**src/rtl/serv_ext_shreg.sv**
```systemverilog
// Result shift register for the extension scheduler.
// Holds the 32-bit result word. Loading it clears the shift count.
// Each enabled shift moves the word right by one bit, zero fill.
// o_done rises after the 32nd shift and then holds.
module serv_ext_shreg #(
    parameter RESET_STRATEGY = "MINI"
) (
    input  logic        i_clk,
    input  logic        i_rst,
    input  logic        i_load,
    input  logic [31:0] i_d,
    input  logic        i_shift,
    output logic [31:0] o_q,
    output logic        o_done
);

    localparam bit RST_DP = (RESET_STRATEGY != "NONE");

    logic [31:0] q_q,    q_d;
    logic [4:0]  cnt_q,  cnt_d;
    logic        done_q, done_d;

    // Next-state logic: load has priority, and shifting stops once all 32 bits are out.
    always_comb begin
        // NOTE: every _d gets a default first, so no path can hold a value combinationally (no latch).
        q_d    = q_q;
        cnt_d  = cnt_q;
        done_d = done_q;
        if (i_load) begin
            q_d    = i_d;
            cnt_d  = 5'd0;
            done_d = 1'b0;
        end else if (i_shift && !done_q) begin
            q_d = {1'b0, q_q[31:1]};
            if (cnt_q == 5'd31) begin
                done_d = 1'b1;              // count saturates at 31 and never wraps
            end else begin
                cnt_d = cnt_q + 5'd1;
            end
        end
    end

    // Register update. Under the "NONE" strategy this datapath is left unreset.
    always_ff @(posedge i_clk) begin
        // NOTE: sequential state uses non-blocking assignments only.
        if (RST_DP && i_rst) begin
            q_q    <= 32'd0;
            cnt_q  <= 5'd0;
            done_q <= 1'b0;
        end else begin
            q_q    <= q_d;
            cnt_q  <= cnt_d;
            done_q <= done_d;
        end
    end

    assign o_q    = q_q;
    assign o_done = done_q;

endmodule

```
**src/rtl/serv_ext_sched.sv**
```systemverilog
// Extension-slot scheduler. It arbitrates between the MDU and the AVA unit and
// forwards registered operands to the granted unit. It then waits for that
// unit's ready, with an optional timeout. The captured result is strobed to the
// core and shifted out LSB first while the core bit counter runs.
module serv_ext_sched #(
    parameter     RESET_STRATEGY = "MINI",
    parameter int MDU            = 1,
    parameter int AVA            = 1,
    parameter int TIMEOUT        = 64
) (
    input  logic        i_clk,
    input  logic        i_rst,
    input  logic        i_mdu_req,
    input  logic        i_ava_req,
    input  logic [2:0]  i_funct3,
    input  logic [31:0] i_rs1,
    input  logic [31:0] i_rs2,
    output logic        o_mdu_valid,
    output logic        o_ava_valid,
    output logic [2:0]  o_ext_funct3,
    output logic [31:0] o_ext_rs1,
    output logic [31:0] o_ext_rs2,
    input  logic        i_mdu_ready,
    input  logic [31:0] i_mdu_rd,
    input  logic        i_ava_ready,
    input  logic [31:0] i_ava_rd,
    output logic        o_ready,
    input  logic        i_cnt_en,
    output logic        o_rd,
    output logic        o_busy,
    output logic        o_timeout
);

    typedef enum logic [1:0] {
        IDLE  = 2'd0,
        WAIT  = 2'd1,
        RESP  = 2'd2,
        DRAIN = 2'd3
    } state_t;

    localparam bit       RST_DP = (RESET_STRATEGY != "NONE");
    localparam bit       TO_EN  = (TIMEOUT != 0);
    localparam bit [7:0] TO_LIM = 8'(TIMEOUT);

    state_t      state_q,     state_d;
    logic        gnt_ava_q,   gnt_ava_d;    // granted unit: 0 = MDU, 1 = AVA
    logic        prio_ava_q,  prio_ava_d;   // round-robin winner when both request
    logic [7:0]  tmr_q,       tmr_d;        // WAIT cycle number, saturating
    logic        timeout_q,   timeout_d;
    logic        mdu_valid_q, mdu_valid_d;
    logic        ava_valid_q, ava_valid_d;
    logic        ready_q,     ready_d;
    logic        busy_q,      busy_d;
    logic        drain_q,     drain_d;

    logic [2:0]  funct3_q;
    logic [31:0] rs1_q, rs2_q;

    logic        eff_mdu, eff_ava;
    logic        gnt_req, gnt_rdy;
    logic [31:0] gnt_rd;
    logic        grant;
    logic        sh_load;
    logic [31:0] sh_d;
    logic        sh_shift;
    logic [31:0] sh_q;
    logic        sh_done;

    assign eff_mdu  = (MDU != 0) && i_mdu_req;
    assign eff_ava  = (AVA != 0) && i_ava_req;
    assign gnt_req  = gnt_ava_q ? eff_ava     : eff_mdu;
    assign gnt_rdy  = gnt_ava_q ? i_ava_ready : i_mdu_ready;
    assign gnt_rd   = gnt_ava_q ? i_ava_rd    : i_mdu_rd;
    assign sh_shift = (state_q == DRAIN) && i_cnt_en;

    // FSM next state, arbitration, timeout tracking and next values of the registered outputs.
    always_comb begin
        state_d    = state_q;
        gnt_ava_d  = gnt_ava_q;
        prio_ava_d = prio_ava_q;
        tmr_d      = tmr_q;
        timeout_d  = timeout_q;
        grant      = 1'b0;
        sh_load    = 1'b0;
        sh_d       = 32'd0;
        unique case (state_q)
            IDLE: begin
                if (eff_mdu || eff_ava) begin
                    grant      = 1'b1;
                    gnt_ava_d  = eff_ava && (!eff_mdu || prio_ava_q);
                    prio_ava_d = !gnt_ava_d;
                    timeout_d  = 1'b0;
                    tmr_d      = 8'd1;
                    state_d    = WAIT;
                end
            end
            WAIT: begin
                if (!gnt_req) begin
                    state_d = IDLE;             // core withdrew the request: silent abort
                end else if (gnt_rdy) begin
                    sh_load = 1'b1;             // ready beats a simultaneous expiry
                    sh_d    = gnt_rd;
                    state_d = RESP;
                end else if (TO_EN && (tmr_q == TO_LIM)) begin
                    sh_load   = 1'b1;
                    timeout_d = 1'b1;
                    state_d   = RESP;
                end else if (tmr_q != 8'hFF) begin
                    tmr_d = tmr_q + 8'd1;
                end
            end
            RESP: begin
                state_d = DRAIN;
            end
            DRAIN: begin
                if (sh_done) begin
                    state_d = IDLE;
                end
            end
            default: begin
                state_d = IDLE;
            end
        endcase
        mdu_valid_d = (state_d == WAIT) && !gnt_ava_d;
        ava_valid_d = (state_d == WAIT) &&  gnt_ava_d;
        ready_d     = (state_d == RESP);
        busy_d      = (state_d != IDLE);
        drain_d     = (state_d == DRAIN);
    end

    // Control state and registered outputs. These are always reset.
    always_ff @(posedge i_clk) begin
        if (i_rst) begin
            state_q     <= IDLE;
            gnt_ava_q   <= 1'b0;
            prio_ava_q  <= 1'b0;
            tmr_q       <= 8'd0;
            timeout_q   <= 1'b0;
            mdu_valid_q <= 1'b0;
            ava_valid_q <= 1'b0;
            ready_q     <= 1'b0;
            busy_q      <= 1'b0;
            drain_q     <= 1'b0;
        end else begin
            state_q     <= state_d;
            gnt_ava_q   <= gnt_ava_d;
            prio_ava_q  <= prio_ava_d;
            tmr_q       <= tmr_d;
            timeout_q   <= timeout_d;
            mdu_valid_q <= mdu_valid_d;
            ava_valid_q <= ava_valid_d;
            ready_q     <= ready_d;
            busy_q      <= busy_d;
            drain_q     <= drain_d;
        end
    end

    // Operand registers. They capture on grant and are reset only when the strategy asks for it.
    always_ff @(posedge i_clk) begin
        if (RST_DP && i_rst) begin
            funct3_q <= 3'd0;
            rs1_q    <= 32'd0;
            rs2_q    <= 32'd0;
        end else if (grant) begin
            funct3_q <= i_funct3;
            rs1_q    <= i_rs1;
            rs2_q    <= i_rs2;
        end
    end

    serv_ext_shreg #(
        .RESET_STRATEGY (RESET_STRATEGY)
    ) u_shreg (
        .i_clk   (i_clk),
        .i_rst   (i_rst),
        .i_load  (sh_load),
        .i_d     (sh_d),
        .i_shift (sh_shift),
        .o_q     (sh_q),
        .o_done  (sh_done)
    );

    assign o_mdu_valid  = mdu_valid_q;
    assign o_ava_valid  = ava_valid_q;
    assign o_ext_funct3 = funct3_q;
    assign o_ext_rs1    = rs1_q;
    assign o_ext_rs2    = rs2_q;
    assign o_ready      = ready_q;
    assign o_busy       = busy_q;
    assign o_timeout    = timeout_q;
    assign o_rd         = drain_q && sh_q[0];

endmodule

```
**config.mk**
```make
export PLATFORM = sky130hd
export DESIGN_NAME = serv_ext_sched
export DESIGN_NICKNAME = d
export VERILOG_FILES = /design/src/rtl/serv_ext_shreg.sv /design/src/rtl/serv_ext_sched.sv
export SDC_FILE = /design/constraint.sdc
export NUM_CORES = 1
export LEC_CHECK = 0
export ABC_CLOCK_PERIOD_IN_PS = 4000
export BUFFER_PORTS_ARGS = -buffer_cell sky130_fd_sc_hd__buf_2
export CAP_MARGIN = 20
export CORE_AREA = 4 4 122 124
export CTS_CLUSTER_SIZE = 12
export DETAILED_ROUTE_END_ITERATION = 8
export DIE_AREA = 0 0 126 128
export HOLD_SLACK_MARGIN = 0.03
export PLACE_DENSITY = 0.67
export SYNTH_ARGS = -nofsm -noshare
export SYNTH_HDL_FRONTEND = slang
export SYNTH_SLANG_ARGS = --single-unit
```
**constraint.sdc**
```tcl
create_clock -name i_clk -period 4 [get_ports i_clk]
set_input_delay 0 -clock i_clk [delete_from_list [all_inputs] [get_ports i_clk]]
set_output_delay 0 -clock i_clk [all_outputs]
set_load 0.02 [all_outputs]
```
==> reports/qor.txt, run 1 <==
HP Class = in -> reg
number of remaining DRC errors = 0
Cells after DPL = 1007
aggregate global routing overflow = 0
number of vias after detailed routing = 5845
kind of capture point of the worst setup path = flop
cell type contributing the most total cell area after synthesis = sky130_fd_sc_hd__dfxtp_1
post-detailed-route count of antenna-violating nets = 0
Final HPWL DP = 9873 µm
wire length of the first global-routing pass = 28190 µm
Buf/Inv on CP = 2
Hold Crit Depth = 4
most common cell after layout, fill and taps aside = sky130_fd_sc_hd__buf_2
cell chosen for the clock root = sky130_fd_sc_hd__clkbuf_16
number of failing setup endpoints in the final timing report = 0
net count after synthesis = 807
post-CTS setup repair buffer count = 0
Max FO, Critical Path = 38
number of antenna diodes = 0
Vias/cell = 5.087
VDD IR-drop max = 0.0004077 V
insertion delay to the later sink of the worst-skew pair = 410 ps
Filler Cells Inserted = 1174
post-layout instance count excluding filler cells = 1149
unrepaired setup endpoints after global routing = no
overall die height = 128 µm
Top-Level Pins = 211
run status = complete, no violations
largest net degree at the start of global routing = 52
fraction of post-synthesis cell area in the top cell type by area = 0.4511
LEAKAGE = 3.676 nW
min cycle time layout = 2300 ps
Area Growth Syn to Fin = 50.36%
Cell Pwr Density = 418.6 nW/µm²
Post-synth EDFFs = 0
number of unique standard cell types used by synthesis = 53
slowest stage cell, crit path = sky130_fd_sc_hd__buf_4
number of buffers inserted during clock tree synthesis = 17
row count = 43
cells on worst reg2reg path = 6
Die W = 126 µm
Wirelength per Cell = 14.74 µm
post-synthesis cell count = 665
async set or reset register ratio after synthesis = 0
number of antenna violations at the first check in global routing = 0
gp weighted congestion = 0.7937
setup TNS after final layout = 0 ps
clk slew on worst S/H paths = 50 ps
starting density of the core = 0.3963
slew at the pin closest to its max-slew limit = 899.5 ps
DP Worst Slack = 1755 ps
final core utilization = 0.5959
Data required, critical path = 4290 ps
clock tree from TritonCTS = built
most repeated library cell on the critical path = sky130_fd_sc_hd__buf_4
post-route fraction of the period consumed by the critical path = 0.5750
overall routing resource usage = 0.2094
slowest cell delay on critical path = 480 ps
Ys Warns = 0
Net count, final = 1098
Buffers on Ports = 210
Worst Setup Path Type = reg -> reg
Die Footprint = 16130 µm²
Worst path depth = 6
category of the worst setup path launch point = flop
max-cap check violation count = 0
via count of the first global-routing pass = 5908
maximum clock insertion buffer count = 2
synthesized flop and latch total = 123
hold-fix buffer count after cts = 110
portion of the post-synthesis area used by sequential elements = 0.4511
summed instance area of the synthesized netlist = 5459 µm²
prevailing post-synth register cell = sky130_fd_sc_hd__dfxtp_1
largest clock skew in the final design = 8.298 ps
maximum clock rate = 434.8 MHz
commonest cells after routing, fill and taps aside = 210 x sky130_fd_sc_hd__buf_2, 148 x sky130_fd_sc_hd__nand2_1, 122 x sky130_fd_sc_hd__dfxtp_1
number of hold violations in the final report = 0
max-slew headroom at the worst pin = 0.4003
fin. max-slew vios = 0
min setup slack post-route = 1700 ps
post-layout total power = 3.436 mW
TritonCTS Sinks = 123
post_cts resized = 0
Routed Wire Length = 16930 µm
CORE AREA = 13770 µm²
top cell family by delay on the critical path = buffers and inverters
average instance area after synthesis = 8.209 µm²
DR iter-0 viols = 437
H-tree depth = 4
leading post-synthesis cells by cell area = sky130_fd_sc_hd__dfxtp_1 45%, sky130_fd_sc_hd__nand2_1 10%, sky130_fd_sc_hd__a21oi_1 9.4%
first drt pass iteration count = 5
cells traversed along the worst timing path = buf_4 > mux2_2 > and2_1 > buf_4 > a22o_1 > nor4b_1
Arrival @ worst endpoint = 2590 ps
share of final-layout standard cells stronger than drive strength 1 = 0.2663
## kinds of logic (layout without fill, tap and decap cells)
kind of cell             after synthesis  in the layout  synth area share
multiplexers                          40             40           0.07426
AO/OA/AOI/OAI                        164            164            0.2056
XOR/XNOR                               3              3          0.004814
adder cells (fa/ha/maj)                4              4          0.009168
flip-flops                           123            123            0.4511
AND/OR/NAND/NOR                      270            270            0.2067
buffers and inverters                 61            365           0.04836
## flip-flops by register name, summed over array words and instances, names as in the netlist, 2 cells and up
| signal | count |
|---|---|
| u_shreg.o_q | 32 |
| u_shreg.cnt_q | 5 |
| o_ext_rs2 | 32 |
| tmr_q | 8 |
| state_q | 2 |
| o_ext_rs1 | 32 |
| o_ext_funct3 | 3 |
## synthesized netlist by cell type (2+ instances only)
cell                        instances
sky130_fd_sc_hd__nand2b_1           2
sky130_fd_sc_hd__buf_4              3
sky130_fd_sc_hd__nand4_1            2
sky130_fd_sc_hd__dfxtp_1          123
sky130_fd_sc_hd__o21ai_0            4
sky130_fd_sc_hd__xnor2_1            3
sky130_fd_sc_hd__o211a_1            2
sky130_fd_sc_hd__nor3b_1            2
sky130_fd_sc_hd__mux2i_1           36
sky130_fd_sc_hd__a211oi_1           5
sky130_fd_sc_hd__o32ai_1            2
sky130_fd_sc_hd__nor2_1            76
sky130_fd_sc_hd__nand3_1           11
sky130_fd_sc_hd__and2_1             4
sky130_fd_sc_hd__mux2_2             2
sky130_fd_sc_hd__clkbuf_1          37
sky130_fd_sc_hd__and3_1             6
sky130_fd_sc_hd__a31oi_1            3
sky130_fd_sc_hd__a2bb2oi_1          2
sky130_fd_sc_hd__nand2_1          149
sky130_fd_sc_hd__a21oi_1          102
sky130_fd_sc_hd__mux2_1             2
sky130_fd_sc_hd__o221a_1           30
sky130_fd_sc_hd__buf_2             13
sky130_fd_sc_hd__ha_1               4
sky130_fd_sc_hd__nor2b_1            4
sky130_fd_sc_hd__buf_1              3
sky130_fd_sc_hd__inv_1              4
sky130_fd_sc_hd__nor3_1             5
## worst register-to-register path, stage by stage (launching register included)
cell                      delay, ps
sky130_fd_sc_hd__dfxtp_2        330
sky130_fd_sc_hd__buf_4          480
sky130_fd_sc_hd__mux2_2         410
sky130_fd_sc_hd__and2_1         170
sky130_fd_sc_hd__buf_4          240
sky130_fd_sc_hd__a22o_1         270
sky130_fd_sc_hd__nor4b_1        290
## worst paths after layout
path	start	end	slack, ps
max	gnt_ava_q	o_mdu_valid	1700
min	i_ava_rd[28]	u_shreg.o_q[28]	50
max reg2reg	gnt_ava_q	o_mdu_valid	1700
min reg2reg	o_ext_rs2[12]	o_ext_rs2[12]	450
## per-stage QoR
stage / hold slack (ps) / instance area, µm²
3_5_place_dp: 246.9 / 6559
5_1_grt: 73.31 / 8208
2_1_floorplan: 136.0 / 5459
6_report: 49.69 / 8208
3_3_place_gp: 239.5 / 6559
4_1_cts: 31.95 / 8208
## layer usage
metal,wire length (µm),up-vias,track usage
li1,-,2885,-
met1,7412,2711,0.2613
met2,7761,222,0.3383
met3,1490,27,0.08292
met4,270,0,0.05741
met5,0,-,0
## where the power goes
group	leakage [nW]	switching, mW	internal, mW
sequential	1.01	0.0482	1.32
combinational	2.41	0.367	0.284
clock	0.260	0.551	0.870
## area by class of cell
cell class              instances  area (µm²)  area share
clock inverters                10       93.84     0.01143
multi-input cells             481        2736      0.3334
repair buffers                329        2220      0.2704
well taps                     180       225.2     0.02744
flip-flops and latches        123        2464      0.3002
clock buffers                  22       454.2     0.05534
inverters                       4       15.01    0.001829
Power figures use the tool's default switching activity.
==> run 2: changes to the inputs <==
--- a/config.mk
+++ b/config.mk
@@ -5,7 +5,7 @@
 export SDC_FILE = /design/constraint.sdc
 export NUM_CORES = 1
 export LEC_CHECK = 0
-export ABC_CLOCK_PERIOD_IN_PS = 4000
+export ABC_CLOCK_PERIOD_IN_PS = 2070
 export BUFFER_PORTS_ARGS = -buffer_cell sky130_fd_sc_hd__buf_2
 export CAP_MARGIN = 20
 export CORE_AREA = 4 4 122 124
@@ -13,7 +13,7 @@
 export DETAILED_ROUTE_END_ITERATION = 8
 export DIE_AREA = 0 0 126 128
 export HOLD_SLACK_MARGIN = 0.03
-export PLACE_DENSITY = 0.67
+export PLACE_DENSITY = 0.69
 export SYNTH_ARGS = -nofsm -noshare
 export SYNTH_HDL_FRONTEND = slang
 export SYNTH_SLANG_ARGS = --single-unit
==> constraint.sdc (replaced) <==
create_clock -name i_clk -period 2.07 [get_ports i_clk]
set_input_delay 0 -clock i_clk [delete_from_list [all_inputs] [get_ports i_clk]]
set_output_delay 0 -clock i_clk [all_outputs]
set_load 0.02 [all_outputs]
==> reports/qor.txt, run 2 (synthesis results as in run 1) <==
fin. max-slew vios = 0 (unchanged)
Arrival @ worst endpoint = 2280 ps (was 2590 ps)
VDD IR-drop max = 0.0005257 V (was 0.0004077 V)
Filler Cells Inserted = 1152 (was 1174)
number of vias after detailed routing = 5831 (was 5845)
launch point of the worst reg-to-reg path = gnt_ava_q (unchanged)
min cycle time layout = 1973 ps (was 2300 ps)
maximum clock insertion buffer count = 2 (unchanged)
Area Growth Syn to Fin = 55.70% (was 50.36%)
kind of capture point of the worst setup path = flop (unchanged)
number of antenna diodes = 0 (unchanged)
Wirelength per Cell = 14.61 µm (was 14.74 µm)
number of antenna violations at the first check in global routing = 0 (unchanged)
Buffers on Ports = 210 (unchanged)
overall routing resource usage = 0.2123 (was 0.2094)
aggregate global routing overflow = 0 (unchanged)
clock tree from TritonCTS = built (unchanged)
insertion delay to the later sink of the worst-skew pair = 430 ps (was 410 ps)
run status = complete, no violations (unchanged)
max-cap check violation count = 0 (unchanged)
unrepaired setup endpoints after global routing = no (unchanged)
Routed Wire Length = 17050 µm (was 16930 µm)
post-route fraction of the period consumed by the critical path = 0.9534 (was 0.5750)
setup TNS after final layout = 0 ps (unchanged)
CORE AREA = 13770 µm² (unchanged)
destination of the worst hold path = u_shreg.o_q[26] (was u_shreg.o_q[28])
post-CTS setup repair buffer count = 0 (unchanged)
post-detailed-route count of antenna-violating nets = 0 (unchanged)
H-tree depth = 4 (unchanged)
row count = 43 (unchanged)
share of final-layout standard cells stronger than drive strength 1 = 0.2756 (was 0.2663)
largest clock skew in the final design = 13.09 ps (was 8.298 ps)
gp weighted congestion = 0.8339 (was 0.7937)
most common cell after layout, fill and taps aside = sky130_fd_sc_hd__buf_2 (unchanged)
Top-Level Pins = 211 (unchanged)
Vias/cell = 4.997 (was 5.087)
Worst Hold Launch = i_mdu_rd[26] (was i_ava_rd[28])
register-to-register setup slack = 100 ps (was 1700 ps)
starting density of the core = 0.3963 (unchanged)
Max FO, Critical Path = 26 (was 38)
TritonCTS Sinks = 123 (unchanged)
max-slew headroom at the worst pin = 0.7067 (was 0.4003)
overall die height = 128 µm (unchanged)
wire length of the first global-routing pass = 28280 µm (was 28190 µm)
first drt pass iteration count = 5 (unchanged)
maximum clock rate = 506.7 MHz (was 434.8 MHz)
Die Footprint = 16130 µm² (unchanged)
DR iter-0 viols = 472 (was 437)
category of the worst setup path launch point = flop (unchanged)
Die W = 126 µm (unchanged)
Cell Pwr Density = 829.5 nW/µm² (was 418.6 nW/µm²)
cell chosen for the clock root = sky130_fd_sc_hd__clkbuf_16 (unchanged)
number of buffers inserted during clock tree synthesis = 17 (unchanged)
clk slew on worst S/H paths = 60 ps (was 50 ps)
cells on worst reg2reg path = 5 (was 6)
HP Class = in -> reg (unchanged)
Fin Hold WS = 49.88 ps (was 49.69 ps)
post-layout total power = 7.050 mW (was 3.436 mW)
Net count, final = 1116 (was 1098)
Final HPWL DP = 10010 µm (was 9873 µm)
via count of the first global-routing pass = 5863 (was 5908)
largest net degree at the start of global routing = 88 (was 52)
final instance area = 8499 µm² (was 8208 µm²)
Placed Area = 6696 µm² (was 6559 µm²)
Worst Setup Path Type = reg -> reg (unchanged)
number of hold violations in the final report = 0 (unchanged)
number of failing setup endpoints in the final timing report = 0 (unchanged)
commonest cells after routing, fill and taps aside = 210 x sky130_fd_sc_hd__buf_2, 148 x sky130_fd_sc_hd__nand2_1, 122 x sky130_fd_sc_hd__dfxtp_1 (unchanged)
Data required, critical path = 2380 ps (was 4290 ps)
LEAKAGE = 3.824 nW (was 3.676 nW)
Hold Crit Depth = 4 (unchanged)
slew at the pin closest to its max-slew limit = 439.9 ps (was 899.5 ps)
worst reg2reg endpoint = u_shreg.o_q[8] (was o_mdu_valid)
number of remaining DRC errors = 0 (unchanged)
run 2: how the worst max path moves through the flow:
stage,start,to,slack (ps),depth (start not counted)
after CTS,gnt_ava_q,u_shreg.o_q[1],60,5
after floorplan,tmr_q[0],u_shreg.o_q[21],230,8
after detailed placement,tmr_q[0],tmr_q[4],180,7
after global routing,tmr_q[0],o_mdu_valid,9,7
after global placement,tmr_q[0],tmr_q[4],220,7
final,gnt_ava_q,u_shreg.o_q[8],100,5
run 2: cell type report:
cell class	count	area, µm²	area share
Timing Repair Buffer	347	2441	0.2872
Clock buffer	19	452.9	0.05329
Sequential cell	123	2464	0.2899
Tap cell	180	225.2	0.02650
Clock inverter	13	165.2	0.01943
Inverter	4	15.01	0.001767
Multi-Input combinational cell	481	2736	0.3219
run 2: worst max-delay path, stage by stage, from the launching register on:
cell                            delay (ps)
sky130_fd_sc_hd__dfxtp_2               420
sky130_fd_sc_hd__buf_6                 320
sky130_fd_sc_hd__mux2i_1               280
sky130_fd_sc_hd__dlygate4sd3_1         570
sky130_fd_sc_hd__nor2_1                 40
sky130_fd_sc_hd__o221a_1               230
run 2: through the flow:
stage	cells	utilization	setup slack [ps]
6_report	1167	0.6171	96.55
4_1_cts	1167	0.6168	55.10
3_5_place_dp	1017	0.4862	179.4
3_3_place_gp	1017	0.4862	222.4
2_1_floorplan	665	-	233.9
5_1_grt	1167	0.6171	9.305
run 2: per-layer routing:
metal,global-route usage,wire [µm],vias up
met2,0.3534,8164,227
met3,0.07083,1420,29
met5,0,0,-
met1,0.2562,7160,2654
met4,0.07886,301,0
li1,-,-,2921
run 2: what timing repair did:
action                                  CTS  global route
gates resized for setup                   0             1
endpoints found under the setup margin    0            14
hold buffers                            118             0
endpoints found under the hold margin    96             0
run 2: where the power goes:
group	switching (mW)	total [mW]	internal, mW	leakage (nW)
registers	0.0947	2.64	2.54	1.01
clock network	1.12	3.09	1.97	0.304
logic	0.714	1.32	0.610	2.51
total	1.93	7.05	5.12	3.82
